===== config.mk =====
export PLATFORM = sky130hd
export DESIGN_NAME = imem_fetch_ctrl
export DESIGN_NICKNAME = d
export VERILOG_FILES = /design/src/rtl/fetch_pkg.sv /design/src/rtl/fetch_pc_next.sv /design/src/rtl/imem_fetch_ctrl.sv
export SDC_FILE = /design/constraint.sdc
export NUM_CORES = 1
export LEC_CHECK = 0
export ABC_AREA = 1
export CORE_MARGIN = 3
export CORE_UTILIZATION = 44
export DETAILED_ROUTE_END_ITERATION = 7
export GPL_TIMING_DRIVEN = 0
export PLACE_DENSITY = 0.92
export SYNTH_ARGS = -nofsm -noshare
export SYNTH_HDL_FRONTEND = slang
export SYNTH_SLANG_ARGS = --single-unit
export TNS_END_PERCENT = 30

===== constraint.sdc =====
create_clock -name clk -period 2.35 [get_ports clk]
set_clock_uncertainty 0.1 [all_clocks]
set_input_delay 0.47 -clock clk [delete_from_list [all_inputs] [get_ports clk]]
set_output_delay 0.47 -clock clk [all_outputs]
set_load 0.1 [all_outputs]

===== src/rtl/fetch_pkg.sv =====
// Shared types and constants for the instruction-fetch sequencer.
package fetch_pkg;

    localparam int PC_W = 32;

    localparam logic [PC_W-1:0] HALT_WORD_DEFAULT = 32'hFFFF_FFFF;
    localparam logic [PC_W-1:0] RESET_PC_DEFAULT  = 32'h0000_0000;

    typedef enum logic [1:0] {
        IDLE  = 2'd0,
        FETCH = 2'd1,
        HALT  = 2'd2
    } fetch_state_t;

endpackage


===== src/rtl/fetch_pc_next.sv =====
// Next-PC selection for the fetch sequencer: reset, branch redirect, sequential step or hold.
module fetch_pc_next
    import fetch_pkg::*;
#(
    parameter logic [PC_W-1:0] RESET_PC = RESET_PC_DEFAULT,
    parameter logic [PC_W-1:0] PC_STEP  = 32'd1
) (
    input  logic             rst_i,
    input  fetch_state_t     state_i,
    input  logic [PC_W-1:0]  pc_i,
    input  logic             branch_valid_i,
    input  logic [PC_W-1:0]  branch_target_i,
    input  logic             out_of_range_i,
    input  logic             slot_free_i,
    input  logic             halt_det_i,
    output logic [PC_W-1:0]  pc_next_o
);

    always_comb begin
        pc_next_o = pc_i;
        if (rst_i) begin
            pc_next_o = RESET_PC;
        end else if (state_i == FETCH) begin
            // Advance only when a real instruction is captured this cycle.
            if (branch_valid_i) begin
                pc_next_o = branch_target_i;
            end else if (!out_of_range_i && slot_free_i && !halt_det_i) begin
                pc_next_o = pc_i + PC_STEP;
            end
        end
    end

endmodule


===== src/rtl/imem_fetch_ctrl.sv =====
// Instruction fetch sequencer: PC, one-entry fetch register with valid/ready, branch flush, fault, halt.
// Optional performance counters enabled by defining IMEM_FETCH_PERF_EN.
module imem_fetch_ctrl
    import fetch_pkg::*;
#(
    parameter int               IMEM_DEPTH = 32,
    parameter logic [PC_W-1:0]  RESET_PC   = RESET_PC_DEFAULT,
    parameter logic [PC_W-1:0]  PC_STEP    = 32'd1,
    parameter logic [31:0]      HALT_WORD  = HALT_WORD_DEFAULT
) (
    input  logic             clk,
    input  logic             rst,
    input  logic             start,
    output logic [PC_W-1:0]  pc_address,
    input  logic [31:0]      instruction_set,
    output logic [31:0]      if_instr,
    output logic [PC_W-1:0]  if_pc,
    output logic             if_valid,
    input  logic             if_ready,
    input  logic             branch_valid,
    input  logic [PC_W-1:0]  branch_target,
    output logic             busy,
    output logic             halted,
    output logic             fault
`ifdef IMEM_FETCH_PERF_EN
   ,output logic [31:0]      fetch_count,
    output logic [31:0]      stall_count
`endif
);

    localparam logic [PC_W-1:0] DEPTH_PC = PC_W'(IMEM_DEPTH);

    fetch_state_t     state_q, state_d;
    logic [PC_W-1:0]  pc_q, pc_d;
    logic [31:0]      if_instr_q, if_instr_d;
    logic [PC_W-1:0]  if_pc_q, if_pc_d;
    logic             if_valid_q, if_valid_d;
    logic             fault_q, fault_d;

    logic slot_free;
    logic out_of_range;
    logic halt_det;
    logic capture;

    assign slot_free    = !if_valid_q || if_ready;
    assign out_of_range = (pc_q >= DEPTH_PC);
    assign halt_det     = (instruction_set == HALT_WORD);

    fetch_pc_next #(
        .RESET_PC (RESET_PC),
        .PC_STEP  (PC_STEP)
    ) u_pc_next (
        .rst_i           (rst),
        .state_i         (state_q),
        .pc_i            (pc_q),
        .branch_valid_i  (branch_valid),
        .branch_target_i (branch_target),
        .out_of_range_i  (out_of_range),
        .slot_free_i     (slot_free),
        .halt_det_i      (halt_det),
        .pc_next_o       (pc_d)
    );

    always_comb begin
        state_d    = state_q;
        if_instr_d = if_instr_q;
        if_pc_d    = if_pc_q;
        if_valid_d = if_valid_q;
        fault_d    = fault_q;
        capture    = 1'b0;
        case (state_q)
            IDLE: begin
                if (start) begin
                    state_d = FETCH;
                end
            end
            FETCH: begin
                if (branch_valid) begin
                    if_valid_d = 1'b0;
                end else if (out_of_range) begin
                    fault_d    = 1'b1;
                    state_d    = HALT;
                    if_valid_d = if_valid_q && !if_ready;
                end else if (slot_free) begin
                    // The halt word terminates fetch and is never handed to decode.
                    if (halt_det) begin
                        state_d    = HALT;
                        if_valid_d = 1'b0;
                    end else begin
                        capture    = 1'b1;
                        if_instr_d = instruction_set;
                        if_pc_d    = pc_q;
                        if_valid_d = 1'b1;
                    end
                end
            end
            HALT: begin
                if (if_valid_q && if_ready) begin
                    if_valid_d = 1'b0;
                end
            end
            default: begin
                state_d = IDLE;
            end
        endcase
    end

    always_ff @(posedge clk) begin
        pc_q <= pc_d;
        if (rst) begin
            state_q    <= IDLE;
            if_instr_q <= '0;
            if_pc_q    <= '0;
            if_valid_q <= 1'b0;
            fault_q    <= 1'b0;
        end else begin
            state_q    <= state_d;
            if_instr_q <= if_instr_d;
            if_pc_q    <= if_pc_d;
            if_valid_q <= if_valid_d;
            fault_q    <= fault_d;
        end
    end

    assign pc_address = pc_q;
    assign if_instr   = if_instr_q;
    assign if_pc      = if_pc_q;
    assign if_valid   = if_valid_q;
    assign busy       = (state_q == FETCH);
    assign halted     = (state_q == HALT);
    assign fault      = fault_q;

`ifdef IMEM_FETCH_PERF_EN
    logic [31:0] fetch_count_q;
    logic [31:0] stall_count_q;

    function automatic logic [31:0] sat_inc(input logic [31:0] v);
        return (v == 32'hFFFF_FFFF) ? v : v + 32'd1;
    endfunction

    always_ff @(posedge clk) begin
        if (rst) begin
            fetch_count_q <= '0;
            stall_count_q <= '0;
        end else begin
            if (capture) begin
                fetch_count_q <= sat_inc(fetch_count_q);
            end
            if ((state_q == FETCH) && if_valid_q && !if_ready) begin
                stall_count_q <= sat_inc(stall_count_q);
            end
        end
    end

    assign fetch_count = fetch_count_q;
    assign stall_count = stall_count_q;
`else
    logic unused_capture;
    assign unused_capture = capture;
`endif

endmodule


Yosys cells after proc, flatten, opt, wreduce, memory -nomap -nowiden
Cells that the tools add are included.
{"block": "op_classes", "add_sub_neg": 1, "multipliers": 0, "div": 0, "order_cmp": 1, "eq_ne": 9, "n_shift": 0, "n_mux": 14, "n_bitwise": 4, "n_reduce_logical": 17}
{"operator": "$mux 32", "count": 2}
{"operator": "$add 32x1->32 const B", "count": 1}
{"operator": "$eq 32x32->1 const B", "count": 1}
{"operator": "$ge 32x6->1 const B", "count": 1}
{"operator": "$mux 2", "count": 5}
{"operator": "$reduce_and 5->1", "count": 2}
{"operator": "$ne 3x1->1 const B", "count": 2}
{"operator": "$pmux 2 s3", "count": 1}
{"operator": "$reduce_and 3->1", "count": 2}
{"operator": "$mux 1", "count": 5}
{"operator": "$logic_and 1x1->1", "count": 4}
{"operator": "$logic_not 1->1", "count": 4}
{"operator": "$ne 2x2->1 const B", "count": 2}
{"operator": "$ne 4x2->1 const B", "count": 1}
{"operator": "$not 1->1", "count": 4}
{"operator": "$reduce_bool 2->1", "count": 2}
{"operator": "$eq 2x1->1 const B", "count": 1}
{"operator": "$eq 2x2->1 const B", "count": 1}
{"operator": "$logic_not 2->1", "count": 1}
{"operator": "$ne 2x1->1 const B", "count": 1}
{"operator": "$pmux 1 s2", "count": 1}
{"operator": "$reduce_and 2->1", "count": 1}
{"operator": "$logic_or 1x1->1", "count": 1}
{"block": "totals", "register_bits": 100, "latch_bits": 0, "mem_bits_rw": 0, "romBits": 0, "input_bits": 69, "out_inout_bits": 100, "elab_cells": 52, "mem_count": 0}

Depth between registers and ports, before layout
{"block": "depth", "ltp_word": 6, "depth_mapped": 12}

Hierarchy
A second synthesis with hierarchy kept.
{"block": "hier_totals", "hier_cells": 693, "area_unflattened_um2": 5008.6}
{"module": "imem_fetch_ctrl", "n_inst": 1, "cells_per_inst": 354, "area_each_um2": 3374.5, "seq_area_each_um2": 2001.9}
{"module": "fetch_pc_next", "n_inst": 1, "cells_per_inst": 339, "area_each_um2": 1634.1, "seq_area_each_um2": 0.0}

Worst setup path after synthesis
OpenSTA, ideal clock, no wires.
{"block": "synth_path", "kind": "register -> register", "from": "register pc_q[0] (netlist: pc_address[0])", "to": "register pc_q[10] (netlist: pc_address[10])", "t_arrival_ns": 2.319, "slack_ns": -0.188, "path_stages_with_launch": 13, "path_buffers": 0, "cell_sequence": "dfxtp_1 > ha_1 > nand2_1 > nor2_1 > nand2_1 > nor2_1 > nand2_1 > nand2_1 > nand2_1 > nand2_1 > nand3_1 > nand2_1 > nor2_1"}
{"block": "synth_via", "elab_chain_cells": 6, "word_cells_on_any_way": 9, "cone_classes": "1 x add/sub; 1 x order compare; 2 x mux; 5 x reduce/logical"}
{"element": "from (decl)", "line": "imem_fetch_ctrl.sv:34", "source": "logic [PC_W-1:0] pc_q, pc_d;"}
{"element": "from (signal assigned)", "line": "imem_fetch_ctrl.sv:109", "source": "pc_q <= pc_d;"}
{"element": "$ge 32x6->1", "line": "imem_fetch_ctrl.sv:46", "source": "assign out_of_range = (pc_q >= DEPTH_PC);"}
{"element": "$logic_not 1->1", "line": "fetch_pc_next.sv:27", "source": "end else if (!out_of_range_i && slot_free_i && !halt_det_i) begin"}
{"element": "$logic_and 1x1->1 (2 in a row)", "line": "fetch_pc_next.sv:27"}
{"element": "$reduce_bool 2->1 (no line)"}
{"element": "$reduce_and 2->1 (no line)"}
Parallel ways exist; a longest one is shown, timed or not. The select of a mux whose other input is x is not followed.
A chain may end at the register's enable or synchronous reset.

Worst setup path in the final report
{"block": "layout_path", "from": "register pc_q[3] (netlist: pc_address[3])", "to": "output pc_address[3]"}
{"element": "to (decl)", "line": "imem_fetch_ctrl.sv:14", "source": "output logic [PC_W-1:0] pc_address,"}
No word-level cell between the ends.

==> results_dict.tcl <==
set metrics [dict create \
    grt_max_degree 20 \
    cap_viol_max_count 0 \
    powerDensity_nw_per_um2 664 \
    worstMarginPinSlew_ns 1.01 \
    worstSetupPathType "flip-flop to primary output" \
    coreArea_um2 9860 \
    path_clk_slew_ns 0.10 \
    p_seq_share_pct 43.9 \
    path_cells "clkdlybuf4s15_1" \
    cts_tree "built" \
    synth.top_cell.area_share_pct 44.4 \
    report.final.slew_viol_count 0 \
    cts_num_sinks 100 \
    ys_types 32 \
    die_w_um 107 \
    detail_route.iter0.violations 274 \
    clock-root-buffer "clkbuf_8" \
    rows 36 \
    antenna_found_initial 0 \
    cp_slowest_cell "clkdlybuf4s15_1" \
    outcome "completed" \
    cts_buffers 9 \
    drc 0 \
    switching_share_pct 40.3 \
    wirelength_um 13200 \
    drtAntennaViolNets 0 \
    leakage_nw 3.27 \
    vdd_drop_max_uv 365 \
    ys_warn_count 0 \
    fin_total_pwr_mw 4.26 \
    comb_power_share_pct 31.5 \
    routedWlPerCell_um 13.5 \
    p_int_mw 2.54 \
    start_util_pct 45.7 \
    cts_max_path_buffers 2 \
    io_pins 169 \
    holdBufCountCts 0 \
    vias_per_cell 4.85 \
    ys_ff_latch 100 \
    rsz0062_at_grt "true" \
    setup_viol 0 \
    end_kind "primary output" \
    relSlewSlack_pct 33.1 \
    syn-num-nets 733 \
    p_sw_mw 1.72 \
    vias 4745 \
    crit_buf_inv 1 \
    die_h_um 107 \
    path_max_fanout 7 \
    fin_nets 911 \
    place_congestion 0.865 \
    post-dp-hpwl_um 9950 \
    drive_above_1_share_pct 5.56 \
    cp.arrival_ns 1.76 \
    die-area_um2 11500 \
    synthCells 662 \
    syn_avg_cell_area_um2 6.81 \
    clk_latency_ns 0.36 \
    grt_pass1_wl_um 20900 \
    synth_seq_area_share_pct 44.4 \
    startpoint_type "flip-flop" \
    cp.required_ns 1.78 \
    gr-total-overflow 0 \
    min_period_over_period_pct 99.1 \
    critPathTopFamily "buffers and inverters" \
    r2r_slack_ns 0.31 \
    hold_slack_ns 0.382 \
    portBuffers 167 \
    synthTopCellsByArea "dfxtp_1 44%, nor2_1 14%, nand2_1 14%" \
    min_period_ns 2.33 \
    syn2layout_area_growth_pct 42.2 \
    cpPeakStageDelay_ns 0.88 \
    h-tree-depth 3 \
    synthesis.area_um2 4510 \
    diodes 0 \
    p_clk_share_pct 24.6 \
    n_fill_cell 878 \
    synth_top_area_cell "dfxtp_1" \
    grt_usage_pct 22.6 \
    first_global_vias 4360 \
    preCtsSetupSlack_ns -0.484 \
    finalWorstSetupSlack_ns 0.0218 \
    firstDrtPassIters 5 \
    finalHoldViolations 0 \
    min_path_type "flip-flop to flip-flop" \
    fmax_ghz 0.430 \
]
-- cell usage after synthesis (all sizes together) --
master / n
ha: 2
and3: 27
or2: 3
inv: 42
xor2: 5
clkinv: 1
dfxtp: 100
nand4: 4
o211ai: 1
nand3: 27
nand3b: 1
nand2: 167
nor3: 1
a21oi: 20
mux2i: 2
o21bai: 2
clkbuf: 18
nor2: 176
xnor2: 1
o21ai: 46
buf: 16
-- worst register-to-register path: stages (launching register included) --
cell,delay (ns)
dfxtp_2,0.42
ha_1,0.19
nand2_1,0.08
nor2_1,0.36
nand2_1,0.23
xor2_1,0.19
nand2_1,0.06
o21ai_0,0.09
nand3_1,0.11
nand2_1,0.05
nor2_1,0.11
-- logic make-up after synthesis --
| group | after synthesis | share of synthesized area (%) |
|---|---|---|
| simple gates | 406 | 37.4 |
| xor+xnor | 6 | 1.17 |
| flops | 100 | 44.4 |
| mux | 2 | 0.444 |
| buf+inv | 77 | 8.18 |
| compound gates | 69 | 7.82 |
| fa+ha+maj | 2 | 0.555 |
-- state kept, by name, summed over array words and instances (netlist names) --
register	count
fault	1
if_instr	32
if_pc	32
if_valid	1
pc_address	32
state_q	2
-- cell type report --
class / count / area [µm²] / share of cell area [%]
Clock inverter: 7 / 61.3 / 0.956
Buffer: 34 / 209 / 3.26
Timing Repair Buffer: 167 / 1550 / 24.1
Multi-Input combinational cell: 485 / 2140 / 33.4
Sequential cell: 100 / 2000 / 31.2
Inverter: 43 / 161 / 2.52
Tap cell: 133 / 166 / 2.59
Clock buffer: 9 / 124 / 1.93
-- timing repair --
| action | 4_1_cts | 5_1_grt |
|---|---|---|
| endpoints found under the setup margin | 100 | 6 |
| setup buffers | 0 | 0 |
| resized for setup | 107 | 8 |
| hold endpoints to repair | 0 | 0 |
-- placed cells by master, fill, tap and decap left out, types with 15 or more instances in the layout --
cell	Yosys	final
nand2_1	165	165
nor2_1	174	174
dlygate4sd2_1	0	93
o21ai_0	31	31
clkdlybuf4s50_1	0	67
o21ai_1	15	15
dfxtp_1	100	98
and3_1	27	27
a21oi_1	20	20
clkbuf_1	17	16
nand3_1	26	26
inv_1	40	40
-- per-stage QoR --
stage	instances	area [µm²]	TNS, ns	util, %
4_1_cts	978	6410	-0.0570	65.0
6_report	978	6410	0	65.0
5_1_grt	978	6410	-0.00419	65.0
2_1_floorplan	662	4510	0	-
3_5_place_dp	962	6350	-3.65	64.4
3_3_place_gp	962	6350	-1.40	64.4
-- path summary, 6_finish.rpt --
kind,from,to,cells past startpoint
worst min register to register,fault,fault,2
worst max-delay path,pc_address[3],pc_address[3],1
worst min-delay path,fault,fault,2
worst max register to register,pc_address[0],pc_address[8],10
-- per-layer routing --
layer	vias up	track usage (%)	wire length, µm
met5	-	0	0
met4	0	7.31	241
met3	20	4.92	1090
met2	196	38.3	6130
met1	2104	28.6	5750
li1	2425	-	-
-- power groups by stage --
stage	registers [mW]	clock network [mW]	logic, mW
after floorplan	2.45	0	0.443
after global placement	1.91	0	1.37
after detailed placement	1.91	0	1.39
after CTS	1.87	1.07	1.34
after global routing	1.88	1.12	1.43
final	1.87	1.05	1.34
(Power assumes the default switching activity.)
